## src/rtl/ula_pkg.sv

```systemverilog
// ula_pkg: shared definitions for the multi-cycle ALU and the processor
// control unit that drives it.
//   - opcode constants ULA_AND .. ULA_RES (3-bit sinal_ula encoding)
//   - estado_t: ALU sequencer states OCIOSO / CALCULA / FIM
package ula_pkg;

  localparam logic [2:0] ULA_AND = 3'b000;
  localparam logic [2:0] ULA_OR  = 3'b001;
  localparam logic [2:0] ULA_ADD = 3'b010;
  localparam logic [2:0] ULA_SUB = 3'b011;
  localparam logic [2:0] ULA_SLT = 3'b100;
  localparam logic [2:0] ULA_MUL = 3'b101;
  localparam logic [2:0] ULA_DIV = 3'b110;
  localparam logic [2:0] ULA_RES = 3'b111;

  typedef enum logic [1:0] {
    OCIOSO  = 2'b00,
    CALCULA = 2'b01,
    FIM     = 2'b10
  } estado_t;

endpackage

```

## src/rtl/ula_multiciclo_if.sv

```systemverilog
// ula_multiciclo_if: request/result bus of the multi-cycle ALU.
//   master (requester): drives entrada1, entrada2, sinal_ula, inicio;
//                       receives ocupado, pronto, saida_ula, saida_alta,
//                       zero, div_zero
//   slave  (ALU)      : the mirror image
interface ula_multiciclo_if #(
  parameter int LARGURA = 8
);
  logic [LARGURA-1:0] entrada1;
  logic [LARGURA-1:0] entrada2;
  logic [2:0]         sinal_ula;
  logic               inicio;
  logic               ocupado;
  logic               pronto;
  logic [LARGURA-1:0] saida_ula;
  logic [LARGURA-1:0] saida_alta;
  logic               zero;
  logic               div_zero;

  modport master (
    output entrada1, entrada2, sinal_ula, inicio,
    input  ocupado, pronto, saida_ula, saida_alta, zero, div_zero
  );

  modport slave (
    input  entrada1, entrada2, sinal_ula, inicio,
    output ocupado, pronto, saida_ula, saida_alta, zero, div_zero
  );
endinterface

```

## src/rtl/ula_iterativa.sv

```systemverilog
// ula_iterativa: one-bit-per-cycle shift-add multiplier and (with
// ULA_DIV_EN defined) restoring divider sharing one 2*LARGURA register.
//   clock, reset           : clock, synchronous active-high reset
//   operando_a, operando_b : operands, captured when inicio is high
//   op                     : opcode (ULA_MUL, or ULA_DIV when enabled)
//   inicio                 : load operands and start LARGURA steps
//   resultado_baixo/alto   : value of the pair after the current step
//                            (mul low/high product, div quotient/remainder)
//   concluido              : high during the cycle whose step is the last
// Optional feature macro: ULA_DIV_EN (divider datapath).
module ula_iterativa
  import ula_pkg::*;
#(
  parameter int LARGURA = 8
) (
  input  logic               clock,
  input  logic               reset,
  input  logic [LARGURA-1:0] operando_a,
  input  logic [LARGURA-1:0] operando_b,
  input  logic [2:0]         op,
  input  logic               inicio,
  output logic [LARGURA-1:0] resultado_baixo,
  output logic [LARGURA-1:0] resultado_alto,
  output logic               concluido
);
  localparam int CW = $clog2(LARGURA + 1);

  // p_r holds {high, low}: mul {partial sum, multiplier}, div {remainder, quotient}
  logic [2*LARGURA-1:0] p_r;
  logic [LARGURA-1:0]   m_r;
  logic [CW-1:0]        cont_r;
  logic [LARGURA:0]     soma_s;
  logic [2*LARGURA-1:0] mul_prox_s;
  logic [2*LARGURA-1:0] p_prox_s;
  logic                 carga_s;
`ifdef ULA_DIV_EN
  logic                 div_r;
  logic [LARGURA:0]     desl_s;
  logic [LARGURA+1:0]   dif_s;
  logic [2*LARGURA-1:0] div_prox_s;
`endif

`ifdef ULA_DIV_EN
  assign carga_s = inicio && ((op == ULA_MUL) || (op == ULA_DIV));
`else
  assign carga_s = inicio && (op == ULA_MUL);
`endif

  // One multiply step (and one divide step when enabled) from the current pair
  always_comb begin
    soma_s = {1'b0, p_r[2*LARGURA-1:LARGURA]} + {1'b0, m_r};
    if (p_r[0]) begin
      mul_prox_s = {soma_s, p_r[LARGURA-1:1]};
    end else begin
      mul_prox_s = {1'b0, p_r[2*LARGURA-1:1]};
    end
`ifdef ULA_DIV_EN
    // shift the next dividend bit into the remainder, then trial-subtract
    desl_s = p_r[2*LARGURA-1:LARGURA-1];
    dif_s  = {1'b0, desl_s} - {2'b00, m_r};
    if (dif_s[LARGURA+1]) begin
      div_prox_s = {desl_s[LARGURA-1:0], p_r[LARGURA-2:0], 1'b0};
    end else begin
      div_prox_s = {dif_s[LARGURA-1:0], p_r[LARGURA-2:0], 1'b1};
    end
    if (div_r) begin
      p_prox_s = div_prox_s;
    end else begin
      p_prox_s = mul_prox_s;
    end
`else
    p_prox_s = mul_prox_s;
`endif
  end

  // Operand load on start, then one step per cycle until the counter empties
  always_ff @(posedge clock) begin
    if (reset) begin
      p_r    <= {(2*LARGURA){1'b0}};
      m_r    <= {LARGURA{1'b0}};
      cont_r <= {CW{1'b0}};
`ifdef ULA_DIV_EN
      div_r  <= 1'b0;
`endif
    end else if (carga_s) begin
      p_r    <= {{LARGURA{1'b0}}, operando_a};
      m_r    <= operando_b;
      cont_r <= CW'(LARGURA);
`ifdef ULA_DIV_EN
      div_r  <= (op == ULA_DIV);
`endif
    end else if (cont_r != {CW{1'b0}}) begin
      p_r    <= p_prox_s;
      cont_r <= cont_r - CW'(1);
    end else begin
      p_r    <= p_r;
      cont_r <= cont_r;
    end
  end

  assign concluido       = (cont_r == CW'(1));
  assign resultado_baixo = p_prox_s[LARGURA-1:0];
  assign resultado_alto  = p_prox_s[2*LARGURA-1:LARGURA];
endmodule

```

## src/rtl/ula_multiciclo.sv

```systemverilog
// ula_multiciclo: multi-cycle ALU. Logic/add/sub/slt/reserved finish in one
// cycle; mul (and div when ULA_DIV_EN is defined) iterate LARGURA cycles.
//   clock, reset : clock, synchronous active-high reset
//   bus (slave)  : entrada1/entrada2/sinal_ula/inicio in;
//                  ocupado/pronto/saida_ula/saida_alta/zero/div_zero out
// Optional feature macro: ULA_DIV_EN. Undefined, opcode 110 acts as 111.
module ula_multiciclo
  import ula_pkg::*;
#(
  parameter int LARGURA = 8
) (
  input logic             clock,
  input logic             reset,
  ula_multiciclo_if.slave bus
);
  estado_t            estado_r, estado_prox_s;
  logic               aceita_s, iter_s, carga_iter_s, conclui_iter_s;
  logic               ocupado_s, pronto_s, atualiza_s;
  logic [LARGURA-1:0] it_baixo_s, it_alto_s;
  logic [LARGURA-1:0] simples_baixo_s, simples_alto_s;
  logic               simples_dz_s;
  logic [LARGURA-1:0] novo_baixo_s, novo_alto_s;
  logic               novo_dz_s;
  logic               ocupado_r, pronto_r, zero_r, div_zero_r;
  logic [LARGURA-1:0] saida_ula_r, saida_alta_r;
`ifdef ULA_DIV_EN
  logic               divisor_zero_s;
  assign divisor_zero_s = (bus.entrada2 == {LARGURA{1'b0}});
  // division by zero is answered immediately, not iterated
  assign iter_s = (bus.sinal_ula == ULA_MUL) ||
                  ((bus.sinal_ula == ULA_DIV) && !divisor_zero_s);
`else
  assign iter_s = (bus.sinal_ula == ULA_MUL);
`endif

  ula_iterativa #(.LARGURA(LARGURA)) u_iterativa (
    .clock           (clock),
    .reset           (reset),
    .operando_a      (bus.entrada1),
    .operando_b      (bus.entrada2),
    .op              (bus.sinal_ula),
    .inicio          (carga_iter_s),
    .resultado_baixo (it_baixo_s),
    .resultado_alto  (it_alto_s),
    .concluido       (conclui_iter_s)
  );

  // State register
  always_ff @(posedge clock) begin
    if (reset) begin
      estado_r <= OCIOSO;
    end else begin
      estado_r <= estado_prox_s;
    end
  end

  // Next-state logic
  always_comb begin
    estado_prox_s = estado_r;
    case (estado_r)
      OCIOSO: begin
        if (bus.inicio) begin
          if (iter_s) estado_prox_s = CALCULA;
          else        estado_prox_s = FIM;
        end else begin
          estado_prox_s = OCIOSO;
        end
      end
      CALCULA: begin
        if (conclui_iter_s) estado_prox_s = FIM;
        else                estado_prox_s = CALCULA;
      end
      FIM:     estado_prox_s = OCIOSO;
      default: estado_prox_s = OCIOSO;
    endcase
  end

  // Single-cycle results, computed from the operands at acceptance
  always_comb begin
    simples_alto_s = {LARGURA{1'b0}};
    simples_dz_s   = 1'b0;
    case (bus.sinal_ula)
      ULA_AND: simples_baixo_s = bus.entrada1 & bus.entrada2;
      ULA_OR:  simples_baixo_s = bus.entrada1 | bus.entrada2;
      ULA_ADD: simples_baixo_s = bus.entrada1 + bus.entrada2;
      ULA_SUB: simples_baixo_s = bus.entrada1 - bus.entrada2;
      ULA_SLT: simples_baixo_s = {{(LARGURA-1){1'b0}}, (bus.entrada1 < bus.entrada2)};
`ifdef ULA_DIV_EN
      ULA_DIV: begin
        // only reached here with a zero divisor
        simples_baixo_s = {LARGURA{1'b1}};
        simples_alto_s  = bus.entrada1;
        simples_dz_s    = 1'b1;
      end
`endif
      default: simples_baixo_s = {LARGURA{1'b0}};
    endcase
  end

  // Output decode: handshake flags and result-register load selection
  always_comb begin
    aceita_s     = (estado_r == OCIOSO) && bus.inicio;
    carga_iter_s = aceita_s && iter_s;
    ocupado_s    = (estado_prox_s != OCIOSO);
    pronto_s     = (estado_prox_s == FIM);
    if (aceita_s && !iter_s) begin
      atualiza_s   = 1'b1;
      novo_baixo_s = simples_baixo_s;
      novo_alto_s  = simples_alto_s;
      novo_dz_s    = simples_dz_s;
    end else if ((estado_r == CALCULA) && conclui_iter_s) begin
      atualiza_s   = 1'b1;
      novo_baixo_s = it_baixo_s;
      novo_alto_s  = it_alto_s;
      novo_dz_s    = 1'b0;
    end else begin
      atualiza_s   = 1'b0;
      novo_baixo_s = saida_ula_r;
      novo_alto_s  = saida_alta_r;
      novo_dz_s    = div_zero_r;
    end
  end

  // Registered outputs; results hold until the next operation completes
  always_ff @(posedge clock) begin
    if (reset) begin
      ocupado_r    <= 1'b0;
      pronto_r     <= 1'b0;
      saida_ula_r  <= {LARGURA{1'b0}};
      saida_alta_r <= {LARGURA{1'b0}};
      zero_r       <= 1'b1;
      div_zero_r   <= 1'b0;
    end else begin
      ocupado_r <= ocupado_s;
      pronto_r  <= pronto_s;
      if (atualiza_s) begin
        saida_ula_r  <= novo_baixo_s;
        saida_alta_r <= novo_alto_s;
        zero_r       <= (novo_baixo_s == {LARGURA{1'b0}});
        div_zero_r   <= novo_dz_s;
      end else begin
        saida_ula_r  <= saida_ula_r;
        saida_alta_r <= saida_alta_r;
        zero_r       <= zero_r;
        div_zero_r   <= div_zero_r;
      end
    end
  end

  assign bus.ocupado    = ocupado_r;
  assign bus.pronto     = pronto_r;
  assign bus.saida_ula  = saida_ula_r;
  assign bus.saida_alta = saida_alta_r;
  assign bus.zero       = zero_r;
  assign bus.div_zero   = div_zero_r;
endmodule

```

## src/flat_wrapper.sv

```systemverilog
// flat-port wrapper written by rule: the top's interface ports become plain ports
module ula_multiciclo_flat import ula_pkg::*;
#(
  parameter int LARGURA = 8
)
  (clock, reset, bus_entrada1, bus_entrada2, bus_sinal_ula, bus_inicio, bus_ocupado, bus_pronto, bus_saida_ula, bus_saida_alta, bus_zero, bus_div_zero);
  ula_multiciclo_if #(.LARGURA(LARGURA)) bus_i ();
  input logic clock;
  input logic reset;
  input wire logic [$bits(bus_i.entrada1)-1:0] bus_entrada1;
  input wire logic [$bits(bus_i.entrada2)-1:0] bus_entrada2;
  input wire logic [$bits(bus_i.sinal_ula)-1:0] bus_sinal_ula;
  input wire logic [$bits(bus_i.inicio)-1:0] bus_inicio;
  output wire logic [$bits(bus_i.ocupado)-1:0] bus_ocupado;
  output wire logic [$bits(bus_i.pronto)-1:0] bus_pronto;
  output wire logic [$bits(bus_i.saida_ula)-1:0] bus_saida_ula;
  output wire logic [$bits(bus_i.saida_alta)-1:0] bus_saida_alta;
  output wire logic [$bits(bus_i.zero)-1:0] bus_zero;
  output wire logic [$bits(bus_i.div_zero)-1:0] bus_div_zero;
  assign bus_i.entrada1 = bus_entrada1;
  assign bus_i.entrada2 = bus_entrada2;
  assign bus_i.sinal_ula = bus_sinal_ula;
  assign bus_i.inicio = bus_inicio;
  assign bus_ocupado = bus_i.ocupado;
  assign bus_pronto = bus_i.pronto;
  assign bus_saida_ula = bus_i.saida_ula;
  assign bus_saida_alta = bus_i.saida_alta;
  assign bus_zero = bus_i.zero;
  assign bus_div_zero = bus_i.div_zero;
  ula_multiciclo #(.LARGURA(LARGURA)) u_core (.clock(clock), .reset(reset), .bus(bus_i));
endmodule
```

## config.mk

```make
export PLATFORM = sky130hd
export DESIGN_NAME = ula_multiciclo_flat
export DESIGN_NICKNAME = d
export VERILOG_FILES = /design/src/rtl/ula_pkg.sv /design/src/rtl/ula_multiciclo_if.sv /design/src/rtl/ula_iterativa.sv /design/src/rtl/ula_multiciclo.sv /design/src/flat_wrapper.sv
export SDC_FILE = /design/constraint.sdc
export NUM_CORES = 1
export LEC_CHECK = 0
export CORE_ASPECT_RATIO = 0.75
export CORE_UTILIZATION = 56
export CTS_CLUSTER_DIAMETER = 150
export CTS_CLUSTER_SIZE = 24
export DETAILED_ROUTE_END_ITERATION = 8
export GPL_TIMING_DRIVEN = 0
export HOLD_SLACK_MARGIN = 0.02
export PLACE_DENSITY = 0.78
export SLEW_MARGIN = 10
export SYNTH_ARGS = -nofsm -noshare
export SYNTH_HDL_FRONTEND = slang
export SYNTH_SLANG_ARGS = --single-unit
```

## constraint.sdc

```tcl
create_clock -name clock -period 2.8 [get_ports clock]
set_input_delay 0.56 -clock clock [delete_from_list [all_inputs] [get_ports clock]]
set_output_delay 0.56 -clock clock [all_outputs]
set_load 0.02 [all_outputs]
```

==> results.json <==
{
  "synthTopCellsByCount": "52 x nand2_1, 49 x dfxtp_1, 49 x nor2_1, 36 x ha_1, 35 x a21oi_1",
  "postSynthCellCount": 411,
  "design.core.area_um2": 5500,
  "p_per_area_nw_per_um2": 566,
  "start_kind": "input port",
  "dp.cells": 524,
  "antenna_found_initial": 0,
  "dieArea_um2": 6170,
  "clk_root_buffer_cell": "clkbuf_8",
  "gp_congestion": 0.893,
  "endpoint_kind": "register",
  "die_h_um": 68.3,
  "critical_path.startpoint": "bus_entrada2[2]",
  "wl_per_cell_um": 16.4,
  "slowest_stage": "clkdlybuf4s50_1",
  "yosysMostFrequentCell": "nand2_1",
  "num_vias": 3125,
  "rsz0062_at_grt": "true",
  "tightest_slew_ns": 0.677,
  "yosys_warnings": 0,
  "setup_viol": 0,
  "instances_no_fill": 532,
  "cts_max_level": 2,
  "grt_pass1_vias": 2781,
  "area_growth_pct": 18.7,
  "cts_sinks": 49,
  "ir_drop_uv": 500,
  "yosysTopAreaCellShare": 0.299,
  "cts_buffers": 5,
  "cts_hold_buffers": 0,
  "ys_seq_elements": 49,
  "synth_top_area_cell": "dfxtp_1",
  "hold_path_class": "reg -> reg",
  "cp_data_required_time_ns": 3.03,
  "clk_latency_ns": 0.31,
  "routed_wirelength_mm": 8.74,
  "drtIter0Drc": 307,
  "grt_pass1_wl_mm": 14.2,
  "timing.final.crit_period_ns": 2.75,
  "cpMostUsedCell": "a21oi_1",
  "syn-num-nets": 472,
  "min-delay-start": "u_core.bus.saida_ula[3]",
  "cts_tree": "yes",
  "grt_overflow": 0,
  "finalClockSkew_ns": 0.00740,
  "r2r-start": "u_core.u_iterativa.p_r[9]",
  "critical_path.max_fanout": 7,
  "grt_max_degree": 16,
  "grtUsageTotal": 0.300,
  "crit_chain": "clkdlybuf4s50_1 > inv_1 > ha_1 > a21oi_1 > a21oi_1 > a21o_1 > xnor2_1 > a221oi_2 > nand4_1 > o31ai_2",
  "drive_gt1_frac": 0.0591,
  "num_antenna_cells": 0,
  "initial_core_util": 0.597,
  "critical_path.top_delay_family": "compound AO/OA/AOI/OAI gates",
  "crit_buf_inv": 2,
  "synth.top_cells.by_area": "dfxtp_1 30%, ha_1 14%, nand2_1 5.9%",
  "dpl.hpwl_mm": 6.63,
  "nets": 517,
  "synth_seq_area_share": 0.299,
  "drv_cap": 0,
  "cts_buffer_depth": 2,
  "worstPathArrival_ns": 2.98,
  "synthFlopType": "dfxtp_1",
  "netlist_area_um2": 3280,
  "ys_types": 53,
  "status": "finished clean",
  "ios": 42,
  "async_flop_share": 0,
  "firstDrtPassIters": 4,
  "finalCritPeriodShare": 0.983,
  "route.antenna.remaining_nets": 0,
  "relSlewSlack": 0.547,
  "synth_edf_count": 0,
  "via_per_inst": 5.87,
  "timing.hold.ws_ns": 0.461,
  "synth.avg_cell_area_um2": 7.99,
  "fin_util": 0.709,
  "hold_violations": 0,
  "power.leakage_nw": 1.68,
  "clk_pin_slew_ns": 0.09,
  "max_stage_delay_ns": 0.56,
  "io_buffers": 38,
  "max_freq_mhz": 363,
  "drv_slew": 0,
  "path_class": "in -> reg",
  "drc": 0,
  "rows": 23,
  "fp.dieW_um": 90.4
}
-- repair_timing --
| item | 4_1_cts | 5_1_grt |
|---|---|---|
| cloned | 0 | 0 |
| pin swaps | 0 | 1 |
| setup endpoints to repair | 3 | 4 |
| resized for setup | 5 | 7 |
| buffers inserted | 0 | 0 |
-- path summary, 6_finish.rpt --
check	end	slack, ns	cells after the start
worst max register to register	u_core.u_iterativa.p_r[14]	0.37	8
worst min-delay path	u_core.bus.saida_ula[3]	0.46	2
worst min register to register	u_core.bus.saida_ula[3]	0.46	2
worst max-delay path	u_core.bus.zero	0.05	10
-- per-stage QoR --
stage / setup slack [ns] / setup TNS (ns) / instance area, um2 / power (mW)
6_report: 0.0466 / 0 / 3890 / 2.21
2_1_floorplan: 0.464 / 0 / 3280 / 1.49
3_5_place_dp: -0.694 / -2.28 / 3760 / 1.74
3_3_place_gp: -0.550 / -1.84 / 3760 / 1.72
4_1_cts: 0.00175 / 0 / 3870 / 2.19
5_1_grt: -0.0859 / -0.119 / 3890 / 2.34
-- where the power goes --
part | leakage, nW | internal [mW] | switching (mW) | total (mW)
Combinational | 1.23 | 0.342 | 0.547 | 0.889
Clock | 0.0512 | 0.201 | 0.247 | 0.448
Sequential | 0.399 | 0.793 | 0.0745 | 0.868
-- final cells by class --
class                   count  area (um2)
multi-input cells         311        2140
clock inverters             2        13.8
repair buffers             38         385
inverters                  31         116
plain buffers              20        82.6
fillers                   458        1600
well taps                  75        93.8
flip-flops and latches     49         981
clock buffers               6        82.6
-- layer usage --
layer,up-vias,global-route usage,part of all wire
met5,-,0,0
met4,0,0.0645,0.010
met3,9,0.0556,0.088
met2,138,0.459,0.42
met1,1455,0.438,0.49
li1,1523,-,-
-- flip-flops by register name (all words and copies together), names as in the netlist --
register,cells
u_core.bus.zero,1
u_core.estado_r,2
u_core.u_iterativa.p_r,16
u_core.u_iterativa.cont_r,4
u_core.bus.pronto,1
u_core.u_iterativa.m_r,8
u_core.bus.saida_alta,8
u_core.bus.saida_ula,8
u_core.bus.ocupado,1
-- worst min-delay path, cell delays in order, from the launching register on --
cell,delay (ns)
dfxtp_1,0.32
nand2_1,0.05
a21oi_1,0.05
-- layout by cell type, fill, tap and decap left out, drive strengths merged, types with 7 or more instances in the layout --
master,instances
a211oi,8
a21oi,37
o21ai,8
dfxtp,49
nor2,50
ha,36
a311oi,7
nor3,12
nand2,52
clkdlybuf4s50,36
clkbuf,21
mux2i,14
xnor2,9
inv,31
-- cells by family (layout without fill, tap and decap cells) --
kind of cell / after synthesis / after routing / share of synthesized area
fa+ha+maj: 39 / 39 / 0.156
mux: 15 / 15 / 0.0461
xor+xnor: 11 / 11 / 0.0294
flops: 49 / 49 / 0.299
simple gates: 142 / 142 / 0.193
compound gates: 103 / 103 / 0.215
other cells: 1 / 1 / 0.00114
buf+inv: 51 / 97 / 0.0606
No activity file was read; power rests on OpenSTA's default activity.
